`config.mk`:
```
export PLATFORM = sky130hd
export DESIGN_NAME = mem_access_unit_flat
export DESIGN_NICKNAME = d
export VERILOG_FILES = /design/src/rtl/mem_access_unit_if.sv /design/src/rtl/mem_access_unit.sv /design/src/flat_wrapper.sv
export SDC_FILE = /design/constraint.sdc
export NUM_CORES = 1
export LEC_CHECK = 0
export ABC_AREA = 1
export CORE_ASPECT_RATIO = 0.9
export CORE_MARGIN = 2
export CORE_UTILIZATION = 45
export CTS_CLUSTER_DIAMETER = 40
export DETAILED_ROUTE_END_ITERATION = 16
export GPL_TIMING_DRIVEN = 0
export PLACE_DENSITY = 0.81
export SLEW_MARGIN = 0
export SYNTH_ARGS = -nofsm -noshare
export SYNTH_HDL_FRONTEND = slang
export SYNTH_SLANG_ARGS = --single-unit
```
`constraint.sdc`:
```
create_clock -name clk -period 1.9 [get_ports clk]
set_input_delay 0.38 -clock clk [delete_from_list [all_inputs] [get_ports clk]]
set_output_delay 0.38 -clock clk [all_outputs]
set_load 0.05 [all_outputs]
```
`src/rtl/mem_access_unit_if.sv`:
```
// mem_access_unit_if: data-memory bus between mem_access_unit (master) and the memory (slave).
interface mem_access_unit_if #(parameter int XLEN = 32);
  logic [XLEN-1:0] data_mem_addr;
  logic [XLEN-1:0] data_to_mem;
  logic [XLEN-1:0] data_from_mem;
  logic            require_mem_access;
  logic            write;
  logic            data_mem_access_ready_n;
  logic [2:0]      size;
  modport master(
    output data_mem_addr, require_mem_access, write, size, data_to_mem,
    input  data_mem_access_ready_n, data_from_mem
  );
  modport slave(
    input  data_mem_addr, require_mem_access, write, size, data_to_mem,
    output data_mem_access_ready_n, data_from_mem
  );
endinterface

```
`src/rtl/mem_access_unit.sv`:
```
// mem_access_unit: registered MEM stage that runs the data-bus handshake and emits one WB beat per instruction.
// Define MISALIGNED_SPLIT_EN to serve misaligned loads with two aligned full-width reads.
module mem_access_unit #(
  parameter int XLEN    = 32,
  parameter int TIMEOUT = 64
) (
  input  logic              clk,
  input  logic              rst_n,
  input  logic              in_valid,
  input  logic [6:0]        opcode,
  input  logic [2:0]        funct3,
  input  logic [31:0]       pc_from_ex,
  input  logic [4:0]        rd_from_ex,
  input  logic [XLEN-1:0]   b,
  input  logic [XLEN-1:0]   c,
  output logic              stall,
  output logic              wb_valid,
  output logic [31:0]       pc_to_wb,
  output logic [4:0]        rd_to_wb,
  output logic [6:0]        opcode_to_wb,
  output logic [XLEN-1:0]   d,
  output logic              access_fault,
  output logic              misaligned,
  mem_access_unit_if.master bus
);
  localparam int NB = XLEN / 8;
  localparam int LW = $clog2(NB);
  localparam int CW = $clog2(TIMEOUT) + 1;
`ifdef MISALIGNED_SPLIT_EN
  typedef enum logic [1:0] {IDLE, REQ, REQ2, DONE} state_t;
  logic [XLEN-1:0] first;
  logic            split_r;
`else
  typedef enum logic [1:0] {IDLE, REQ, DONE} state_t;
`endif
  state_t            state;
  logic [CW-1:0]     cnt;
  logic [2:0]        f3;
  logic [LW-1:0]     off;
  logic              req, is_ld, is_st, mem, mis, split, ready;
  logic [2:0]        sz;
  logic [XLEN-1:0]   wdata, sh, ld;
  logic [2*XLEN-1:0] raw;
  assign bus.require_mem_access = req & rst_n;
  always_comb begin
    is_ld = opcode == 7'b0000011;
    is_st = opcode == 7'b0100011;
    mem = is_ld ? funct3 != 3'b111 && (XLEN == 64 || (funct3 != 3'b011 && funct3 != 3'b110))
                : is_st && !funct3[2] && (XLEN == 64 || funct3 != 3'b011);
    sz = funct3[1:0] == 2'b00 ? 3'b010 : funct3[1:0] == 2'b01 ? 3'b001 : funct3[1:0] == 2'b10 ? 3'b000 : 3'b100;
    mis = funct3[1:0] == 2'b01 ? c[0] : funct3[1:0] == 2'b10 ? |c[1:0] : funct3[1:0] == 2'b11 ? |c[2:0] : 1'b0;
    wdata = funct3[1:0] == 2'b00 ? {NB{b[7:0]}} : funct3[1:0] == 2'b01 ? {(NB/2){b[15:0]}}
          : funct3[1:0] == 2'b10 ? {(XLEN/32){b[31:0]}} : b;
    ready = !bus.data_mem_access_ready_n;
`ifdef MISALIGNED_SPLIT_EN
    split = is_ld && mis;
    raw = state == REQ2 ? {bus.data_from_mem, first} : {{XLEN{1'b0}}, bus.data_from_mem};
`else
    split = 1'b0;
    raw = {{XLEN{1'b0}}, bus.data_from_mem};
`endif
    // little-endian lane select; the split case shifts across the concatenated pair
    sh = XLEN'(raw >> {off, 3'b000});
    ld = f3 == 3'b000 ? XLEN'($signed(sh[7:0])) : f3 == 3'b001 ? XLEN'($signed(sh[15:0]))
       : f3 == 3'b010 ? XLEN'($signed(sh[31:0])) : f3 == 3'b100 ? XLEN'(sh[7:0])
       : f3 == 3'b101 ? XLEN'(sh[15:0]) : f3 == 3'b110 ? XLEN'(sh[31:0]) : sh;
  end
  always_ff @(posedge clk) begin
    if (!rst_n) begin
      state <= IDLE;
      cnt <= '0;
      f3 <= '0;
      off <= '0;
      req <= 1'b0;
      stall <= 1'b0;
      wb_valid <= 1'b0;
      pc_to_wb <= '0;
      rd_to_wb <= '0;
      opcode_to_wb <= '0;
      d <= '0;
      access_fault <= 1'b0;
      misaligned <= 1'b0;
      bus.data_mem_addr <= '0;
      bus.write <= 1'b0;
      bus.size <= 3'b011;
      bus.data_to_mem <= '0;
`ifdef MISALIGNED_SPLIT_EN
      first <= '0;
      split_r <= 1'b0;
`endif
    end else begin
      wb_valid <= 1'b0;
      access_fault <= 1'b0;
      misaligned <= 1'b0;
      case (state)
        IDLE, DONE:
          if (!in_valid) state <= IDLE;
          else begin
            pc_to_wb <= pc_from_ex;
            rd_to_wb <= rd_from_ex;
            opcode_to_wb <= opcode;
            f3 <= funct3;
            off <= c[LW-1:0];
            cnt <= '0;
`ifdef MISALIGNED_SPLIT_EN
            split_r <= split;
`endif
            if (mem && (!mis || split)) begin
              state <= REQ;
              req <= 1'b1;
              stall <= 1'b1;
              bus.write <= is_st;
              bus.size <= split ? (XLEN == 64 ? 3'b100 : 3'b000) : sz;
              bus.data_mem_addr <= split ? c & ~XLEN'(NB - 1) : c;
              bus.data_to_mem <= is_st ? wdata : '0;
            end else begin
              state <= DONE;
              wb_valid <= 1'b1;
              misaligned <= mem;
              d <= mem ? '0 : c;
            end
          end
        default:
`ifdef MISALIGNED_SPLIT_EN
          if (state == REQ && split_r && ready) begin
            state <= REQ2;
            first <= bus.data_from_mem;
            cnt <= '0;
            bus.data_mem_addr <= bus.data_mem_addr + XLEN'(NB);
          end else
`endif
          if (ready || cnt == CW'(TIMEOUT - 1)) begin
            state <= DONE;
            req <= 1'b0;
            stall <= 1'b0;
            bus.write <= 1'b0;
            bus.size <= 3'b011;
            bus.data_to_mem <= '0;
            wb_valid <= 1'b1;
            access_fault <= !ready;
            d <= (!ready || opcode_to_wb[5]) ? '0 : ld;
          end else cnt <= cnt + CW'(1);
      endcase
    end
  end
endmodule

```
`src/flat_wrapper.sv`:
```
// flat-port wrapper written by rule: the top's interface ports become plain ports
module mem_access_unit_flat 
#(
  parameter int XLEN    = 32,
  parameter int TIMEOUT = 64
)
  (clk, rst_n, in_valid, opcode, funct3, pc_from_ex, rd_from_ex, b, c, stall, wb_valid, pc_to_wb, rd_to_wb, opcode_to_wb, d, access_fault, misaligned, bus_data_mem_addr, bus_require_mem_access, bus_write, bus_size, bus_data_to_mem, bus_data_mem_access_ready_n, bus_data_from_mem);
  mem_access_unit_if #(.XLEN(XLEN)) bus_i ();
  input  logic clk;
  input  logic rst_n;
  input  logic in_valid;
  input  logic [6:0] opcode;
  input  logic [2:0] funct3;
  input  logic [31:0] pc_from_ex;
  input  logic [4:0] rd_from_ex;
  input  logic [XLEN-1:0] b;
  input  logic [XLEN-1:0] c;
  output logic stall;
  output logic wb_valid;
  output logic [31:0] pc_to_wb;
  output logic [4:0] rd_to_wb;
  output logic [6:0] opcode_to_wb;
  output logic [XLEN-1:0] d;
  output logic access_fault;
  output logic misaligned;
  output wire logic [$bits(bus_i.data_mem_addr)-1:0] bus_data_mem_addr;
  output wire logic [$bits(bus_i.require_mem_access)-1:0] bus_require_mem_access;
  output wire logic [$bits(bus_i.write)-1:0] bus_write;
  output wire logic [$bits(bus_i.size)-1:0] bus_size;
  output wire logic [$bits(bus_i.data_to_mem)-1:0] bus_data_to_mem;
  input wire logic [$bits(bus_i.data_mem_access_ready_n)-1:0] bus_data_mem_access_ready_n;
  input wire logic [$bits(bus_i.data_from_mem)-1:0] bus_data_from_mem;
  assign bus_data_mem_addr = bus_i.data_mem_addr;
  assign bus_require_mem_access = bus_i.require_mem_access;
  assign bus_write = bus_i.write;
  assign bus_size = bus_i.size;
  assign bus_data_to_mem = bus_i.data_to_mem;
  assign bus_i.data_mem_access_ready_n = bus_data_mem_access_ready_n;
  assign bus_i.data_from_mem = bus_data_from_mem;
  mem_access_unit #(.XLEN(XLEN), .TIMEOUT(TIMEOUT)) u_core (.clk(clk), .rst_n(rst_n), .in_valid(in_valid), .opcode(opcode), .funct3(funct3), .pc_from_ex(pc_from_ex), .rd_from_ex(rd_from_ex), .b(b), .c(c), .stall(stall), .wb_valid(wb_valid), .pc_to_wb(pc_to_wb), .rd_to_wb(rd_to_wb), .opcode_to_wb(opcode_to_wb), .d(d), .access_fault(access_fault), .misaligned(misaligned), .bus(bus_i));
endmodule
```
==> insert_results.sql, run 1 <==
INSERT INTO impl_metrics (metric_group, metric, value, unit) VALUES
('status', 'result_of_the_run', 'finished, final reports clean', ''),
('yosys', 'synth_largest_area_cell', 'dfxtp_1', ''),
('floorplanning', 'core_area', '16900', 'um^2'),
('yosys', 'synth_adder_area_share', '0.160', '%'),
('final_layout', 'non_filler_cell_area_final', '11600', 'um^2'),
('cts', 'clk_pin_slew', '0.07', 'ns'),
('critical_path', 'arrival', '1.44', 'ns'),
('timing', 'clock_skew', '0.0207', 'ns'),
('final_layout', 'final_layout_size_suffix_gt1_share', '8.25', '%'),
('final_layout', 'layout.filler_cells', '1525', ''),
('yosys', 'synth.yosys.seq_area_share', '41.1', '%'),
('drt', 'wirelength', '29700', 'um'),
('critical_path', 'critical_path_class', 'flop to primary output', ''),
('critical_path', 'cp_num_buf_inv', '1', ''),
('critical_path', 'timing.critical_path.depth', '1', ''),
('critical_path', 'timing.critical_path.slowest_stage_cell', 'dlygate4sd2_1', ''),
('yosys', 'yosysWarningCount', '0', ''),
('placement', 'port_buffers', '295', ''),
('cts', 'cts_max_path_buffers', '2', ''),
('final_layout', 'layout.nets', '1662', ''),
('power', 'vdd_ir_drop_max', '640', 'uV'),
('timing', 'final_hold_viol_count', '0', ''),
('critical_path', 'path_delay_family', 'buffers and inverters', ''),
('final_layout', 'most_common_cell_after_layout_fill_and_taps_aside', 'nand2_1', ''),
('cts', 'cts_htree_levels', '4', ''),
('floorplanning', 'number_of_i_o_pins', '296', ''),
('power', 'static-leakage-power', '5.48', 'nW'),
('power', 'powerDensity', '733', 'nW/um^2'),
('global_route', 'wire_length_of_the_first_global_routing_pass', '44700', 'um'),
('critical_path', 'timing.critical_path.required', '1.52', 'ns'),
('yosys', 'synthMuxAreaShare', '0', '%'),
('global_route', 'grt_util_overall', '31.0', '%'),
('drt', 'detail_route.wl_per_cell', '16.8', 'um'),
('yosys', 'synth.top_cell.area_share', '41.1', '%'),
('global_route', 'grt_antenna_before_repair', '0', ''),
('global_route', 'grt-ovfl-total', '0', ''),
('critical_path', 'regToRegStartpoint', 'u_core.cnt[0]', ''),
('timing', 'setup_tns', '0', 'ns'),
('global_route', 'pin_count_of_the_biggest_net_entering_global_routing', '17', ''),
('placement', 'dpl_worst_slack', '-1.06', 'ns'),
('critical_path', 'crit_chain', 'dlygate4sd2_1', ''),
('hold_path', 'timing.hold.worst.class', 'primary input to flop', ''),
('floorplanning', 'die-area', '18500', 'um^2'),
('drt', 'first_pass_drt_iterations', '6', ''),
('timing', 'worst_slew_margin_rel', '59.9', '%'),
('power', 'p_total', '8.53', 'mW'),
('critical_path', 'critical_path.startpoint_type', 'flop', ''),
('yosys', 'synthesis.nets', '1337', ''),
('yosys', 'post_synth_instance_area', '7830', 'um^2'),
('yosys', 'asyncSetResetFlopFracSynth', '0', '%'),
('floorplanning', 'placement_rows', '45', ''),
('yosys', 'ys_dominant_reg_cell', 'dfxtp_1', ''),
('critical_path', 'worst_setup_path_end_kind', 'primary output', ''),
('yosys', 'synth_cell_types', '33', ''),
('floorplanning', 'floorplan.initialDensity', '46.2', '%'),
('drt', 'drc_errors', '0', ''),
('hold_path', 'timing.hold.worst_path_depth', '3', ''),
('final_layout', 'final_cell_mix', 'nand2_1, nor2_1, dfxtp_1, dlygate4sd2_1, clkdlybuf4s50_1', ''),
('yosys', 'post_synth_and_or_nand_nor_area_fraction', '37.6', '%'),
('hold_path', 'hold_endpoint', 'u_core.f3[2]', ''),
('drt', 'drtAntennaViolNets', '0', ''),
('critical_path', 'worst-r2r-cell-count', '10', ''),
('global_route', 'via_count_of_the_first_global_routing_pass', '8719', ''),
('timing', 'setup_viol_count_final', '0', ''),
('timing', 'worst_pin_slew', '0.602', 'ns'),
('timing', 'achievable-frequency', '550', 'MHz'),
('yosys', 'synthesized_area_fraction_occupied_by_ao_oa_aoi_and_oai_cells', '11.7', '%'),
('critical_path', 'r2r_setup_slack', '0.09', 'ns'),
('drt', 'vias', '9270', ''),
('cts', 'clock_sink_count', '161', ''),
('yosys', 'flop_and_latch_count_out_of_synthesis', '161', '');
[layer usage]
layer | GRT usage (%) | wire length, um | vias to the layer above
met1 | 38.5 | 12200 | 4270
met5 | 0 | 0 | -
met4 | 12.4 | 1120 | 0
met2 | 51.1 | 13700 | 412
met3 | 8.76 | 2670 | 72
li1 | - | - | 4516
[sequential cells by signal (all words and copies together), names as in the netlist, 5 cells and up]
signal,count
u_core.pc_to_wb,32
u_core.rd_to_wb,5
u_core.opcode_to_wb,7
u_core.bus.data_to_mem,32
u_core.d,32
u_core.cnt,7
u_core.bus.data_mem_addr,32
[synthesized netlist by cell type, types with 3 or more instances]
master	number
buf_6	9
clkbuf_1	44
nand2_1	310
dfxtp_1	161
buf_4	12
nand3_1	119
buf_1	6
nand4_1	33
inv_1	62
a21oi_1	94
nor3_1	25
o21ai_0	78
nor2_1	183
nand3b_1	3
inv_2	7
nand3_2	3
buf_2	15
and2_0	4
[timing repair]
item                                    4_1_cts  5_1_grt
buffers inserted                              1       10
endpoints found under the setup margin      234      105
resized for setup                           164       44
hold buffers                                  0        0
pin swaps                                     1        6
[stage by stage]
stage	hold WS (ns)	utilization, %
final	0.408	68.6
after global placement	0.418	65.4
after CTS	0.432	67.8
after global routing	0.436	68.6
after detailed placement	0.424	65.4
after floorplan	0.407	-
[logic make-up (layout without fill, tap and decap cells)]
group,count (synthesis),count (layout)
compound gates,179,179
simple gates,690,690
flops,161,161
fa+ha+maj,1,1
xor+xnor,2,2
buf+inv,156,494
[worst max-delay path by stage]
stage	start	to
after global placement	rst_n	bus_require_mem_access
final	u_core.opcode_to_wb[5]	opcode_to_wb[5]
after detailed placement	rst_n	bus_require_mem_access
after floorplan	u_core.cnt[0]	u_core.bus.data_to_mem[20]
after global routing	funct3[1]	u_core.d[19]
after CTS	opcode[0]	u_core.bus.data_to_mem[26]
[report_power, final]
part           internal (mW)  total (mW)  switching, mW
clock network           1.74        3.32           1.58
logic                  0.602        1.65           1.05
registers               3.50        3.56         0.0620
total                   5.84        8.53           2.69
[area by class of cell]
class	instances	area (um^2)	area share [%]
Multi-Input combinational cell	872	3950	33.9
Sequential cell	161	3230	27.7
Timing Repair Buffer	306	2850	24.5
Buffer	86	492	4.23
Clock buffer	18	439	3.78
Tap cell	235	294	2.53
Inverter	70	265	2.28
Clock inverter	14	118	1.01
No activity file was read; power rests on OpenSTA's default activity.
==> run 2: changes to the inputs <==
CORE_MARGIN = 1   (was 2)
==> run 2 against run 1 <==
Compared with the run above: die area shrank 2.9%; hold slack lost 0.091 ns; design area shrank 0.25%; worst setup slack lost 0.0073 ns; critical path type is now primary input to flop; largest power group unchanged.
==> insert_results.sql, run 2 (synthesis gave the netlist of run 1 again) <==
INSERT INTO impl_metrics (metric_group, metric, value, unit) VALUES
('critical_path', 'critPathMostFrequentCell', 'buf_6', ''),
('critical_path', 'timing.critical_path.slowest_stage_cell', 'clkdlybuf4s50_1', ''),
('power', 'static-leakage-power', '5.44', 'nW'),
('floorplanning', 'number_of_i_o_pins', '296', ''),
('floorplanning', 'placement_rows', '45', ''),
('critical_path', 'crit_chain', 'clkdlybuf4s50_1 -> buf_6 -> inv_2 -> nand2_4 -> o211ai_2 -> nand3_4 -> buf_6 -> buf_6 -> nand3_1 -> a21oi_1', ''),
('cts', 'clk-insertion-delay-late', '0.43', 'ns'),
('final_layout', 'final_cell_mix', 'nand2_1, nor2_1, dfxtp_1, dlygate4sd2_1, clkdlybuf4s50_1', ''),
('global_route', 'wire_length_of_the_first_global_routing_pass', '44900', 'um'),
('timing', 'achievable-frequency', '548', 'MHz'),
('power', 'vdd_ir_drop_max', '804', 'uV'),
('job', 'max-cap-violations', '0', ''),
('cts', 'clock_sink_count', '161', ''),
('cts', 'clk_pin_slew', '0.06', 'ns'),
('timing', 'setup_tns', '0', 'ns'),
('drt', 'drtAntennaViolNets', '0', ''),
('timing', 'clock_skew', '0.00826', 'ns'),
('timing', 'setup_viol_count_final', '0', ''),
('critical_path', 'cp_num_buf_inv', '5', ''),
('final_layout', 'most_common_cell_after_layout_fill_and_taps_aside', 'nand2_1', ''),
('global_route', 'pin_count_of_the_biggest_net_entering_global_routing', '17', ''),
('placement', 'dpl_worst_slack', '-1.02', 'ns'),
('drt', 'drc_errors', '0', ''),
('cts', 'hold_buffers', '0', ''),
('cts', 'root_buffer', 'clkbuf_16', ''),
('critical_path', 'worst_setup_path_end_kind', 'flop', ''),
('timing', 'drv_slew', '0', ''),
('global_route', 'via_count_of_the_first_global_routing_pass', '8662', ''),
('critical_path', 'critical_path.startpoint_type', 'primary input', ''),
('floorplanning', 'die_h', '127', 'um'),
('global_route', 'grt-ovfl-total', '0', ''),
('status', 'result_of_the_run', 'finished, final reports clean', ''),
('drt', 'vias', '9216', ''),
('drt', 'vias_per_cell', '5.25', ''),
('placement', 'dp_hpwl', '22100', 'um'),
('timing', 'min_period_over_period', '96.1', '%'),
('critical_path', 'arrival', '2.18', 'ns'),
('hold_path', 'timing.hold.worst.class', 'primary input to flop', ''),
('placement', 'numPlacedInstances', '1719', ''),
('drt', 'initialDrtViolationCount', '865', ''),
('critical_path', 'path_delay_family', 'buffers and inverters', ''),
('floorplanning', 'floorplan.initialDensity', '46.2', '%'),
('cts', 'tritoncts_clock_tree', 'done', ''),
('timing', 'final_hold_viol_count', '0', ''),
('timing', 'fin_ws', '0.0750', 'ns'),
('final_layout', 'final_cells', '1754', ''),
('timing', 'finalCriticalPeriod', '1.82', 'ns'),
('floorplanning', 'die_w', '141', 'um'),
('final_layout', 'area_delta_synth_final', '48.1', '%'),
('final_layout', 'final_layout_size_suffix_gt1_share', '7.31', '%'),
('placement', 'gp_routability_congestion', '0.955', ''),
('timing', 'worst_pin_slew', '0.568', 'ns'),
('placement', 'port_buffers', '295', ''),
('cts', 'cts_htree_levels', '4', ''),
('global_route', 'grt_antenna_before_repair', '1', ''),
('drt', 'wirelength', '28900', 'um'),
('drt', 'first_pass_drt_iterations', '7', ''),
('critical_path', 'critical_path_class', 'primary input to flop', ''),
('critical_path', 'timing.critical_path.required', '2.25', 'ns'),
('global_route', 'grt_util_overall', '32.1', '%'),
('power', 'p_total', '8.57', 'mW'),
('critical_path', 'longest_individual_stage_delay_on_the_worst_path', '0.52', 'ns'),
('critical_path', 'cp_max_fo', '10', ''),
('timing', 'worst_slew_margin_rel', '62.3', '%'),
('power', 'powerDensity', '738', 'nW/um^2'),
('floorplanning', 'core_area', '16900', 'um^2'),
('cts', 'cts_max_path_buffers', '2', ''),
('drt', 'detail_route.wl_per_cell', '16.5', 'um'),
('final_layout', 'layout.nets', '1653', ''),
('final_layout', 'fin_util', '68.5', '%'),
('floorplanning', 'die-area', '17900', 'um^2'),
('cts', 'cts_inserted_buffers', '17', '');
[run 2: cell type report]
type	count	area [um^2]
fillers	1572	5350
multi-input cells	872	3990
flip-flops and latches	161	3230
repair buffers	297	2780
plain buffers	86	483
clock buffers	18	429
well taps	235	294
inverters	70	267
clock inverters	14	131
diodes	1	2.50
[run 2: tightest hold or removal path, cell delays in order]
cell and delay (ns):
dlymetal6s2s_1 0.16, nor2_1 0.07, nor2_1 0.09
[run 2: layer usage]
metal  wire length (um)  share of wire (%)  GRT usage, %  up-vias
li1                   -                  -             -     4480
met1              12100                 42          40.4     4240
met2              13300                 46          53.0      437
met3               2630                9.1          8.47       59
met4                812                2.8          11.2        0
met5                  0                  0             0        -
[run 2: path summary, 6_finish.rpt]
path | start | endpoint | slack [ns] | depth (start not counted)
min reg2reg | u_core.bus.size[2] | u_core.bus.size[2] | 0.44 | 2
max reg2reg | u_core.cnt[0] | u_core.bus.data_to_mem[25] | 0.13 | 10
max | funct3[1] | u_core.bus.data_to_mem[22] | 0.08 | 10
min | opcode[6] | u_core.opcode_to_wb[6] | 0.32 | 3
[run 2: metrics by stage]
step,cell area [um^2],hold WS (ns)
after floorplan,7830,0.407
after CTS,11500,0.439
final,11600,0.316
after global routing,11600,0.369
after global placement,11100,0.415
after detailed placement,11100,0.429
[run 2: timing repair]
| action | in CTS | in global routing |
|---|---|---|
| buffers inserted | 0 | 2 |
| resized for setup | 161 | 41 |
| setup endpoints to repair | 235 | 107 |
| pin swaps | 1 | 5 |
[run 2: power breakdown]
part | switching, mW | internal [mW] | leakage (nW) | total [mW]
Combinational | 1.04 | 0.599 | 3.84 | 1.64
Sequential | 0.0626 | 3.50 | 1.32 | 3.56
Clock | 1.53 | 1.83 | 0.281 | 3.36
